$ cat config.mk
export PLATFORM = sky130hd
export DESIGN_NAME = kr580_bus_responder
export DESIGN_NICKNAME = d
export VERILOG_FILES = /design/src/rtl/kr580_bus_responder.sv
export SDC_FILE = /design/constraint.sdc
export NUM_CORES = 1
export LEC_CHECK = 0
export BUFFER_PORTS_ARGS = -buffer_cell sky130_fd_sc_hd__buf_2
export CAP_MARGIN = 20
export CORE_UTILIZATION = 35
export CTS_CLUSTER_SIZE = 16
export DETAILED_ROUTE_END_ITERATION = 10
export PLACE_DENSITY_LB_ADDON = 0.12
export SYNTH_ARGS = -nofsm -noshare
export SYNTH_HDL_FRONTEND = slang
export SYNTH_SLANG_ARGS = --single-unit
$ cat constraint.sdc
create_clock -name clock_i -period 1.75 [get_ports clock_i]
set_clock_uncertainty 0.1 [all_clocks]
set_input_delay 0 -clock clock_i [delete_from_list [all_inputs] [get_ports clock_i]]
set_output_delay 0 -clock clock_i [all_outputs]
set_load 0.005 [all_outputs]
$ cat src/rtl/kr580_bus_responder.sv
// kr580_bus_responder: KR580VM80A bus slave that turns CPU steps into fixed-latency RAM requests,
// stalls the core via ce, write-protects the monitor ROM and mirrors it at 0000h during boot.
module kr580_bus_responder #(
  parameter int          READ_LATENCY = 1,
  parameter logic [15:0] ROM_BASE     = 16'hF800,
  parameter bit          BOOT_SHADOW  = 1'b1
) (
  input  logic        clock_i,
  input  logic        reset_i,
  input  logic [15:0] address_i,
  input  logic [7:0]  out_i,
  input  logic        we_i,
  output logic [7:0]  in_o,
  output logic        ce_o,
  output logic [15:0] ram_address_o,
  output logic [7:0]  ram_wdata_o,
  output logic        ram_re_o,
  output logic        ram_we_o,
  input  logic [7:0]  ram_rdata_i,
  output logic        boot_o,
  output logic [7:0]  rom_wr_drops_o
);
  typedef enum logic [1:0] {ISSUE, WAIT, DONE} state_t;
  state_t     state_q, state_d;
  logic [2:0] cnt_q, cnt_d;
  logic [7:0] in_q, in_d, drops_q, drops_d;
  logic       boot_q, boot_d;
  logic       prot, mirror;
  assign prot          = address_i >= ROM_BASE;
  assign mirror        = boot_q && address_i[15:11] == 5'd0 && !we_i;
  assign ram_address_o = mirror ? {5'b11111, address_i[10:0]} : address_i;
  assign ram_wdata_o   = out_i;
  assign in_o          = in_q;
  assign ce_o          = state_q == DONE;
  assign boot_o        = boot_q;
  assign rom_wr_drops_o = drops_q;
  always_comb begin
    state_d  = state_q;
    cnt_d    = cnt_q;
    in_d     = in_q;
    drops_d  = drops_q;
    boot_d   = boot_q;
    ram_re_o = 1'b0;
    ram_we_o = 1'b0;
    case (state_q)
      ISSUE: begin
        ram_re_o = !we_i && !reset_i;
        ram_we_o = we_i && !prot && !reset_i;
        drops_d  = (we_i && prot && drops_q != 8'hFF) ? drops_q + 8'd1 : drops_q;
        cnt_d    = 3'(READ_LATENCY - 1);
        state_d  = we_i ? DONE : WAIT;
      end
      WAIT: begin
        cnt_d   = cnt_q - 3'd1;
        in_d    = cnt_q == 3'd0 ? ram_rdata_i : in_q;
        state_d = cnt_q == 3'd0 ? DONE : WAIT;
      end
      DONE: begin
        // reaching the monitor ends the boot mirror for good
        boot_d  = boot_q && !prot;
        state_d = ISSUE;
      end
      default: state_d = ISSUE;
    endcase
  end
  always_ff @(posedge clock_i or posedge reset_i) begin
    if (reset_i) begin
      state_q <= ISSUE;
      cnt_q   <= 3'd0;
      in_q    <= 8'hFF;
      drops_q <= 8'd0;
      boot_q  <= BOOT_SHADOW;
    end else begin
      state_q <= state_d;
      cnt_q   <= cnt_d;
      in_q    <= in_d;
      drops_q <= drops_d;
      boot_q  <= boot_d;
    end
  end
endmodule
==> impl_metrics.tcl <==
set metrics [dict create \
    finalWeightedCongestion 0.7109 \
    crit_buf_inv 0 \
    yosys_warnings 0 \
    ys_ff_latch 22 \
    cts_buffers 3 \
    drv_slew 0 \
    power_uw 1900 \
    multi_input_area_um2 473.0 \
    cp-startpoint "state_q[1]$_DFF_PP0_" \
    grt_pass1_vias 922 \
    synth_top_cell_by_area "dfrtp_1" \
    crit_family "simple AND/OR/NAND/NOR gates" \
    cts_root_buf "clkbuf_4" \
    final_nets 205 \
    ff_latch_area_um2 561.8 \
    critPathKind "reg -> reg" \
    arrival_ns 1.79 \
    rrSetupSlack_ns 0.06 \
    die-area_mm2 0.003663 \
    tightest_slew_ns 0.2773 \
    synthArstFlopShare 1.000 \
    drive_gt1_frac 0.4398 \
    wirelength_um 2526 \
    clk_latency_ns 0.31 \
    initialDrtViolationCount 23 \
    rsz0062_at_grt "yes" \
    fin_tns_setup_ns 0 \
    clk_pin_slew_ns 0.13 \
    finalCriticalPeriod_ns 1.686 \
    critPathRequiredTime_ns 1.86 \
    dpl.hpwl_um 1711 \
    r2r_cells 4 \
    cts_buffer_depth 2 \
    slowest_stage "or3b_4" \
    syn_area_mm2 0.001199 \
    synth.distinct_cells 30 \
    fillers 301 \
    ys_dominant_reg_cell "dfrtp_1" \
    powerDensity_mw_per_mm2 1114 \
    power_leakage_uw 0.0008271 \
    min-delay-path-class "in -> reg" \
    worstReg2RegEnd "rom_wr_drops_o[1]$_DFFE_PP0P_" \
    drc 0 \
    dr.pass1.iters 4 \
    dp_slack_ns 0.05232 \
    path_cells "or3b_4 -> nor3_4 -> and2_4 -> mux2_4" \
    synthCells 107 \
    antenna_cells 0 \
    grt_max_degree 23 \
    grt_pass1_wl_um 3967 \
    synth_commonest_cells "buf_4 (19), dfrtp_1 (13), dfstp_2 (9)" \
    avgSynthCellArea_um2 11.20 \
    grt_usage 0.1487 \
    cts_max_level 1 \
    reg2reg_from "state_q[1]$_DFF_PP0_" \
    area_growth_pct 42.28 \
    holdWs_ns 0.02883 \
    grt-ovfl-total 0 \
    endpoint_kind "flip-flop" \
    ioPinCount 79 \
    setup_viol 0 \
    synth_edf_count 0 \
    io_buffer_count 40 \
    syn-num-nets 145 \
    ys_seq_area_frac 0.4687 \
    peakVddDrop_mv 0.5933 \
    antenna_found_initial 0 \
    slowest_delay_ns 0.42 \
    finalHoldViolations 0 \
    die_h_um 60.52 \
    start_util 0.3802 \
    synthTopCellsByArea "dfrtp_1 (27%), dfstp_2 (20%), buf_4 (12%)" \
    cts_tree "yes" \
    post-route-period-util 0.9637 \
    core_area_mm2 0.003153 \
    cap_violations 0 \
    max_freq_ghz 0.5930 \
    endpoint "rom_wr_drops_o[1]$_DFFE_PP0P_" \
    synth.most_common_cell "buf_4" \
    setup_ws_ns 0.06361 \
    utilization 0.5409 \
    cts_sinks 22 \
    die_w_um 60.52 \
    slew_headroom 0.8151 \
    yosys.area.top_type_share 0.2714 \
    antenna_left 0 \
    placementRows 20 \
    status "finished clean" \
    path_max_fanout 3 \
    startpoint_type "flip-flop" \
    post_drt_via_cell_ratio 4.567 \
    path_depth 4 \
    vias 959 \
    wl_per_cell_um 12.03 \
]
==> sequential cells by signal, summed over array words and instances (netlist names) <==
signal / cells
state_q: 2
in_o: 8
boot_o: 1
rom_wr_drops_o: 8
cnt_q: 3
==> placed cells by master, fill, tap and decap left out, types with 4 or more instances in the layout <==
cell,n
nand4_1,4
buf_2,40
nand3_1,4
inv_1,4
nand2b_1,7
dfrtp_1,13
dfstp_2,9
dlygate4sd3_1,29
xnor2_1,5
mux2_2,8
buf_4,5
nand2_1,5
==> worst min path at each step <==
stage,cells past startpoint,start,end
global route,4,address_i[14],boot_o$_DFFE_PP1P_
detailed placement,0,address_i[2],ram_address_o[2]
finish,4,address_i[14],boot_o$_DFFE_PP1P_
floorplan,1,reset_i,cnt_q[0]$_DFFE_PP0P_
global placement,0,address_i[2],ram_address_o[2]
CTS,4,address_i[14],boot_o$_DFFE_PP1P_
==> worst register-to-register path, stage by stage (launching register included) <==
cell     delay (ns)
dfrtp_1        0.40
or3b_4         0.42
nor3_4         0.18
and2_4         0.19
mux2_4         0.29
==> final cells by class <==
class / count / share of cell area
timing repair buffer: 75 / 0.3213
multi-input combinational: 61 / 0.2773
clock inverter: 1 / 0.01761
tap: 44 / 0.03228
sequential: 22 / 0.3294
clock buffer: 3 / 0.01321
inverter: 4 / 0.008804
==> per-stage QoR <==
step | instance area (µm²) | std cells
floorplan | 1199 | 107
global placement | 1358 | 177
detailed placement | 1358 | 177
CTS | 1700 | 210
global route | 1705 | 210
finish | 1705 | 210
==> cell families after synthesis <==
family	synth area share
muxes	0.09708
adders and majority gates	0.03132
AOI/OAI and AO/OA	0.02505
and+or+nand+nor	0.1931
DFF	0.4687
xor gates and xnor gates	0.04384
buffers and inverters	0.1409
==> where the power goes <==
group	switching, µW	internal [µW]
logic	289	407
clock network	158	232
registers	78.8	735
total	526	1370
==> metal layers <==
| layer | part of all wire | up-vias | global-route usage |
|---|---|---|---|
| met4 | 0.011 | 0 | 0.04870 |
| met5 | 0 | - | 0 |
| met3 | 0.057 | 5 | 0.04478 |
| met2 | 0.53 | 47 | 0.2606 |
| li1 | - | 464 | - |
| met1 | 0.40 | 443 | 0.1739 |
==> what timing repair did <==
item                                   4_1_cts  5_1_grt
gates resized for setup                      0        2
setup endpoints to repair                    0        1
buffers inserted                             0        0
endpoints found under the hold margin       50        0
hold buffers                                29        0
(Power assumes the default switching activity.)
